[config.mk]
export PLATFORM = sky130hd
export DESIGN_NAME = kcpsm3_int_ctrl
export DESIGN_NICKNAME = d
export VERILOG_FILES = /design/src/rtl/kcpsm3_int_ctrl.sv
export SDC_FILE = /design/constraint.sdc
export NUM_CORES = 1
export LEC_CHECK = 0
export CAP_MARGIN = 10
export CORE_ASPECT_RATIO = 0.6
export CORE_UTILIZATION = 50
export CTS_CLUSTER_DIAMETER = 50
export DETAILED_ROUTE_END_ITERATION = 7
export PLACE_DENSITY = 0.89
export RECOVER_POWER = 50
export SYNTH_ARGS = -nofsm -noshare
export SYNTH_HDL_FRONTEND = slang
export SYNTH_SLANG_ARGS = --single-unit
export TNS_END_PERCENT = 50
[constraint.sdc]
create_clock -name clk -period 3 [get_ports clk]
set_input_delay 0.9 -clock clk [delete_from_list [all_inputs] [get_ports clk]]
set_output_delay 0.9 -clock clk [all_outputs]
set_load 0.03 [all_outputs]
[src/rtl/kcpsm3_int_ctrl.sv]
// kcpsm3_int_ctrl: prioritised eight-source interrupt controller for KCPSM3 (PicoBlaze)
module kcpsm3_int_ctrl #(
    parameter int         N_SRC     = 8,
    parameter logic [7:0] BASE_ADDR = 8'hE0
) (
    input  logic             clk,
    input  logic             reset,
    input  logic [N_SRC-1:0] irq_src,
    input  logic [7:0]       port_id,
    input  logic             write_strobe,
    input  logic             read_strobe,
    input  logic [7:0]       out_port,
    output logic [7:0]       in_port,
    output logic             interrupt,
    input  logic             interrupt_ack
);
    typedef enum logic [1:0] {IDLE, REQ, SVC} state_t;
    state_t state_q, state_d;
    logic [N_SRC-1:0] irq_q, pend_q, pend_d, mask_q, mask_d, rise, active, clr;
    logic [2:0] vec_q, vec_d, win;
    logic [7:0] in_port_q, in_port_d;
    logic interrupt_q, interrupt_d;
    logic hit, wr_pend, wr_mask, wr_eoi;
    logic unused;
    assign unused    = ^{read_strobe, out_port};
    assign in_port   = in_port_q;
    assign interrupt = interrupt_q;
    always_comb begin
        hit     = port_id[7:2] == BASE_ADDR[7:2];
        wr_pend = write_strobe && hit && port_id[1:0] == 2'd0;
        wr_mask = write_strobe && hit && port_id[1:0] == 2'd1;
        wr_eoi  = write_strobe && hit && port_id[1:0] == 2'd3;
        rise    = irq_src & ~irq_q;
        active  = pend_q & mask_q;
        win     = '0;
        for (int i = N_SRC - 1; i >= 0; i--)
            if (active[i]) win = 3'(i);
        state_d = state_q;
        vec_d   = vec_q;
        clr     = wr_pend ? out_port[N_SRC-1:0] : '0;
        case (state_q)
            IDLE: if (active != '0) state_d = REQ;
            REQ: begin
                if (interrupt_ack) begin
                    state_d = SVC;
                    vec_d   = win;
                    clr     = clr | (N_SRC'(1) << win);
                end else if (active == '0) begin
                    state_d = IDLE;
                end
            end
            SVC: if (wr_eoi) state_d = IDLE;
            default: state_d = IDLE;
        endcase
        // a new edge wins over any clear in the same cycle
        pend_d      = (pend_q & ~clr) | rise;
        mask_d      = wr_mask ? out_port[N_SRC-1:0] : mask_q;
        interrupt_d = state_d == REQ;
        in_port_d   = !hit                 ? 8'h00 :
                      port_id[1:0] == 2'd0 ? 8'(pend_q) :
                      port_id[1:0] == 2'd1 ? 8'(mask_q) :
                      port_id[1:0] == 2'd2 ? {state_q == SVC, 4'b0000, vec_q} : 8'h00;
    end
    always_ff @(posedge clk) begin
        if (reset) begin
            state_q     <= IDLE;
            irq_q       <= '1;
            pend_q      <= '0;
            mask_q      <= '0;
            vec_q       <= '0;
            in_port_q   <= '0;
            interrupt_q <= 1'b0;
        end else begin
            state_q     <= state_d;
            irq_q       <= irq_src;
            pend_q      <= pend_d;
            mask_q      <= mask_d;
            vec_q       <= vec_d;
            in_port_q   <= in_port_d;
            interrupt_q <= interrupt_d;
        end
    end
endmodule

==> results_dict.tcl, run 1 <==
set metrics [dict create \
    p_leak_uw 0.000814 \
    startpoint_type "primary input" \
    mostFrequentLayoutCell "dfxtp_1" \
    fin_hold_ws_ns 0.470 \
    cts_sinks 38 \
    root_buffer "clkbuf_8" \
    critPathCapture "in_port[7]" \
    ys_seq_elements 38 \
    wl_um 3960 \
    synth_enable_flop_cells 0 \
    place_area_um2 2060 \
    syn_area_um2 1640 \
    synthArstFlopShare_pct 0 \
    fin_skew_ns 0.00612 \
    r2r_setup_slack_ns 1.34 \
    intPower_uw 728 \
    grt_pass1_wl_um 6330 \
    clock_path_buffers 2 \
    status "finished clean" \
    synth_top_flop_cell "dfxtp_1" \
    setup.worst_path.class "in2reg" \
    synth_compound_area_share_pct 20.2 \
    synth.net_count 205 \
    num_rows 15 \
    die_x_um 75.9 \
    crit_family "buffers and inverters" \
    setup-violations-final 0 \
    yosys_warnings 0 \
    syn_to_final_growth_pct 29.8 \
    postLayoutCellArea_um2 2130 \
    path_buf_inv 2 \
    insertion_delay_ns 0.28 \
    synthXorXnorAreaFrac_pct 0 \
    wire_per_inst_um 15.4 \
    nFillCells 225 \
    avgSynthCellArea_um2 9.32 \
    syn_inst 176 \
    r2r_end "pend_q[0]" \
    p_sw_share_pct 21.5 \
    cts_tree "done" \
    worst_slew_pin_slew_ns 0.685 \
    maxSlewViolCount 0 \
    power_frac_seq_pct 56.8 \
    antenna_found_initial 0 \
    synthMuxAreaShare_pct 9.84 \
    initial_core_util_pct 55.0 \
    ir_drop_v 0.000231 \
    ant_nets 0 \
    fmax_ghz 0.408 \
    hpwlAfterDp_um 2920 \
    layout_common_cells "dfxtp_1, clkdlybuf4s50_1, nor2_1" \
    die_area_um2 3520 \
    port_buffers 36 \
    p_clk_share_pct 34.2 \
    crit_required_ns 3.16 \
    coreArea_um2 2980 \
    drive_gt1_share_pct 8.37 \
    setup_tns_ns 0 \
    arrival_ns 2.61 \
    crit_path_max_incr_delay_ns 0.57 \
    startpoint "port_id[0]" \
    hp-class "reg2reg" \
    fin_nets 244 \
    hold_viol 0 \
    drc 0 \
    synthAdderAreaFrac_pct 0 \
    postCtsHoldBufs 0 \
    cts_resized 0 \
    dr.pass1.iters 4 \
    vias 1494 \
    cellPowerDensity_nw_per_um2 435 \
    rsz0062_at_grt "no" \
    path_clk_slew_ns 0.07 \
    cts_buffers 5 \
    grt_usage_pct 24.1 \
    h-tree-depth 2 \
    slowest_stage "dlygate4sd3_1" \
    slew-limit-headroom_pct 53.1 \
    synth_simple_gate_area_share_pct 20.7 \
    io_pins 38 \
    ys_types 35 \
    viasPerCell 5.81 \
    drv_cap 0 \
    grt_max_degree 39 \
    min_period_ns 2.45 \
    netSwitchingPower_uw 199 \
    period_share_pct 81.6 \
    cts_setup_buffers 0 \
    grt_overflow 0 \
    path_cells "dlygate4sd3_1 -> clkbuf_1 -> mux2_2 -> a32oi_1 -> nor2_1" \
    yosysSeqAreaShare_pct 46.4 \
    comb_power_share_pct 9.0 \
    place.gp.congestion 0.913 \
    path_depth 5 \
    crit_path_max_fanout 9 \
    r2r_start "mask_q[0]" \
    synth_top_family_by_area "simple AND/OR/NAND/NOR gates" \
    drtIter0Drc 98 \
    grt_pass1_vias 1369 \
    diodes 0 \
    regArea_um2 761 \
    end_kind "register" \
    multiInputGateArea_um2 833 \
    die_y_um 46.4 \
    r2r_cells 5 \
]
kinds of logic after synthesis:
kind of cell    count (synthesis)
buf+inv                        11
simple gates                   69
compound gates                 42
flops                          38
mux                            16
routing by layer:
metal  vias up  track usage, %  wire [um]
li1        712               -          -
met1       696            29.1       1730
met2        78            41.8       1830
met3         8            8.12        354
met4         0            8.08         48
met5         -               0          0
flip-flops by register name, summed over array words and instances (netlist names):
| signal | cells |
|---|---|
| vec_q | 3 |
| mask_q | 8 |
| state_q | 2 |
| irq_q | 8 |
| pend_q | 8 |
| in_port | 8 |
| interrupt | 1 |
synthesized netlist by cell type, types with 4 or more instances:
library cell	number	area, um^2
nor2_1	30	113
nand2_1	9	33.8
inv_1	4	15.0
or2_2	8	50.1
a221oi_1	6	52.6
clkbuf_1	5	18.8
a21o_1	7	52.6
a21oi_1	9	45.0
nand2b_1	5	31.3
a22oi_1	4	30.0
dfxtp_1	38	761
nor3_1	5	25.0
mux2i_1	15	150
stage by stage:
| step | setup WS [ns] | power (uW) | utilization [%] | instances |
|---|---|---|---|---|
| 2_1_floorplan | 1.02 | 571 | - | 176 |
| 3_3_place_gp | 0.480 | 618 | 68.9 | 250 |
| 3_5_place_dp | 0.419 | 623 | 68.9 | 250 |
| 4_1_cts | 0.717 | 940 | 71.5 | 257 |
| 5_1_grt | 0.493 | 965 | 71.4 | 257 |
| 6_report | 0.551 | 927 | 71.4 | 257 |
worst min-delay path by stage:
stage	to	slack, ns	cells past startpoint	startpoint
6_report	vec_q[2]	0.47	2	vec_q[2]
5_1_grt	vec_q[1]	0.50	2	vec_q[1]
4_1_cts	vec_q[2]	0.47	2	vec_q[2]
2_1_floorplan	vec_q[2]	0.43	2	vec_q[2]
3_5_place_dp	vec_q[2]	0.46	2	vec_q[2]
3_3_place_gp	vec_q[2]	0.44	2	vec_q[2]
tightest hold or removal path, stage by stage, from the launching register on:
cell and delay, ns:
dfxtp_1 0.31, nand2_1 0.05, a21oi_1 0.06
power by group through the flow:
stage	Combinational, uW	Sequential (uW)	Clock [uW]
2_1_floorplan	35.8	535	0
3_3_place_gp	81.1	537	0
3_5_place_dp	84.8	538	0
4_1_cts	85.5	526	328
5_1_grt	90.8	528	346
6_report	83.7	527	317
cell type report:
cell class                      count  share of cell area, %
Inverter                            4                  0.705
Multi-Input combinational cell    127                   39.1
Clock buffer                        7                   3.58
Sequential cell                    38                   35.7
Tap cell                           42                   2.47
Timing Repair Buffer               39                   18.4
(Power assumes the default switching activity.)
==> inputs of run 2 (changes only) <==
- CORE_UTILIZATION: 50 -> 44
- PLACE_DENSITY: 0.89 -> 0.83
- clock period: 3 -> 2 ns (I/O delays scaled with it)
==> run 2 against run 1 <==
Against the previous run: hold slack worse by 0.0093 ns; die area up 13%; register-to-register slack worse by 0.92 ns; via count down 4.6%; combinational power up 52%; sequential power up 50%; design area up 2.5%; clock power up 62%; largest cell class unchanged; power up 54%; non-clock buffer count up 7; critical endpoint is now in_port[3]; highest routed layer unchanged; cell count up 3.5%.
==> results_dict.tcl, run 2 (synthesized netlist as in run 1, its figures left out) <==
set metrics [dict create \
    setup_ws_ns 0.0819 \
    power_frac_seq_pct 55.2 \
    hold_viol 0 \
    grt_usage_pct 20.3 \
    die_area_um2 3980 \
    drtIter0Drc 117 \
    antenna_found_initial 0 \
    h-tree-depth 2 \
    coreArea_um2 3400 \
    cts_setup_buffers 0 \
    utilization_pct 64.1 \
    die_x_um 80.8 \
    io_pins 38 \
    clock_path_buffers 2 \
    status "finished clean" \
    insertion_delay_ns 0.29 \
    ir_drop_v 0.000411 \
    cts_resized 0 \
    setup.worst_path.class "reg2out" \
    dr.pass1.iters 4 \
    slew-limit-headroom_pct 64.7 \
    ant_nets 0 \
    num_rows 16 \
    p_clk_share_pct 35.9 \
    p_sw_share_pct 21.8 \
    die_y_um 49.3 \
    power_uw 1430 \
    wire_per_inst_um 14.0 \
    syn_to_final_growth_pct 33.0 \
    startpoint_type "register" \
    viasPerCell 5.36 \
    postCtsHoldBufs 0 \
    path_clk_slew_ns 0.07 \
    multiInputGateArea_um2 833 \
    drc 0 \
    setup_tns_ns 0 \
    hp-class "reg2reg" \
    nFillCells 295 \
    cts_tree "done" \
    regArea_um2 761 \
    drv_cap 0 \
    maxSlewViolCount 0 \
    drive_gt1_share_pct 10.9 \
    fmax_ghz 0.521 \
    p_leak_uw 0.000843 \
    layout_common_cells "dfxtp_1, clkdlybuf4s50_1, nor2_1" \
    cts_sinks 38 \
    fin_hold_ws_ns 0.461 \
    path_buf_inv 1 \
    netSwitchingPower_uw 312 \
    place_ws_ns -0.217 \
    end_kind "output port" \
    path_cells "dlygate4sd3_1" \
    vias 1426 \
    crit_required_ns 1.40 \
    port_buffers 36 \
    slowest_stage "dlygate4sd3_1" \
    grt_pass1_vias 1317 \
    fin_nets 251 \
    grt_overflow 0 \
    arrival_ns 1.32 \
    rsz0062_at_grt "no" \
    comb_power_share_pct 8.9 \
    crit_path_max_fanout 1 \
    diodes 0 \
    grt_pass1_wl_um 6000 \
    wl_um 3720 \
    crit_family "buffers and inverters" \
    min_period_ns 1.92 \
    root_buffer "clkbuf_8" \
    intPower_uw 1120 \
    initial_core_util_pct 48.2 \
    cellPowerDensity_nw_per_um2 655 \
    worst_slew_pin_slew_ns 0.530 \
    mostFrequentLayoutCell "dfxtp_1" \
    hpwlAfterDp_um 2730 \
    setup-violations-final 0 \
    place.gp.congestion 0.877 \
    fin_skew_ns 0.00513 \
    period_share_pct 95.9 \
    crit_path_max_incr_delay_ns 0.72 \
    cts_buffers 5 \
    grt_max_degree 32 \
]
-- run 2: cell type report --
class,count,area share [%]
multi-input cells,127,38.2
well taps,45,2.58
repair buffers,46,19.9
inverters,4,0.688
flip-flops and latches,38,34.9
clock buffers,6,3.78
-- run 2: per-layer routing --
layer	vias to the layer above	GRT usage [%]	share of wire, %
li1	723	-	-
met1	650	29.1	51
met2	48	28.7	40
met4	0	6.25	1.0
met3	5	6.36	7.1
met5	-	0	0
-- run 2: worst paths after layout --
check             depth (start not counted)    endpoint        from  slack [ns]
setup / recovery                          1  in_port[3]  in_port[3]        0.08
hold / removal                            2    vec_q[1]    vec_q[1]        0.46
setup reg to reg                          5   pend_q[0]   mask_q[0]        0.42
hold reg to reg                           2    vec_q[1]    vec_q[1]        0.46
-- run 2: power by group through the flow --
stage	combinational, uW	clock [uW]	sequential, uW
2_1_floorplan	53.7	0	803
3_3_place_gp	129	0	806
3_5_place_dp	131	0	807
4_1_cts	132	525	789
5_1_grt	138	563	792
6_report	127	514	790
-- run 2: tightest hold or removal path, delay by kind of cell, from the launching register on --
kind,cells,cell delay (ns)
flip-flops,1,0.31
AND/OR/NAND/NOR,1,0.05
AO/OA/AOI/OAI,1,0.05
-- run 2: through the flow --
stage / instances / cell area [um^2]
6_report: 266 / 2180
2_1_floorplan: 176 / 1640
3_5_place_dp: 260 / 2130
5_1_grt: 266 / 2180
3_3_place_gp: 260 / 2130
4_1_cts: 266 / 2210
==> inputs of run 3 (changes only) <==
- CTS_CLUSTER_DIAMETER: 50 -> 150
- HOLD_SLACK_MARGIN: default -> 0.08
==> results of run 3 <==
No change in the layout: final DEF, timing and power equal those of run 2.
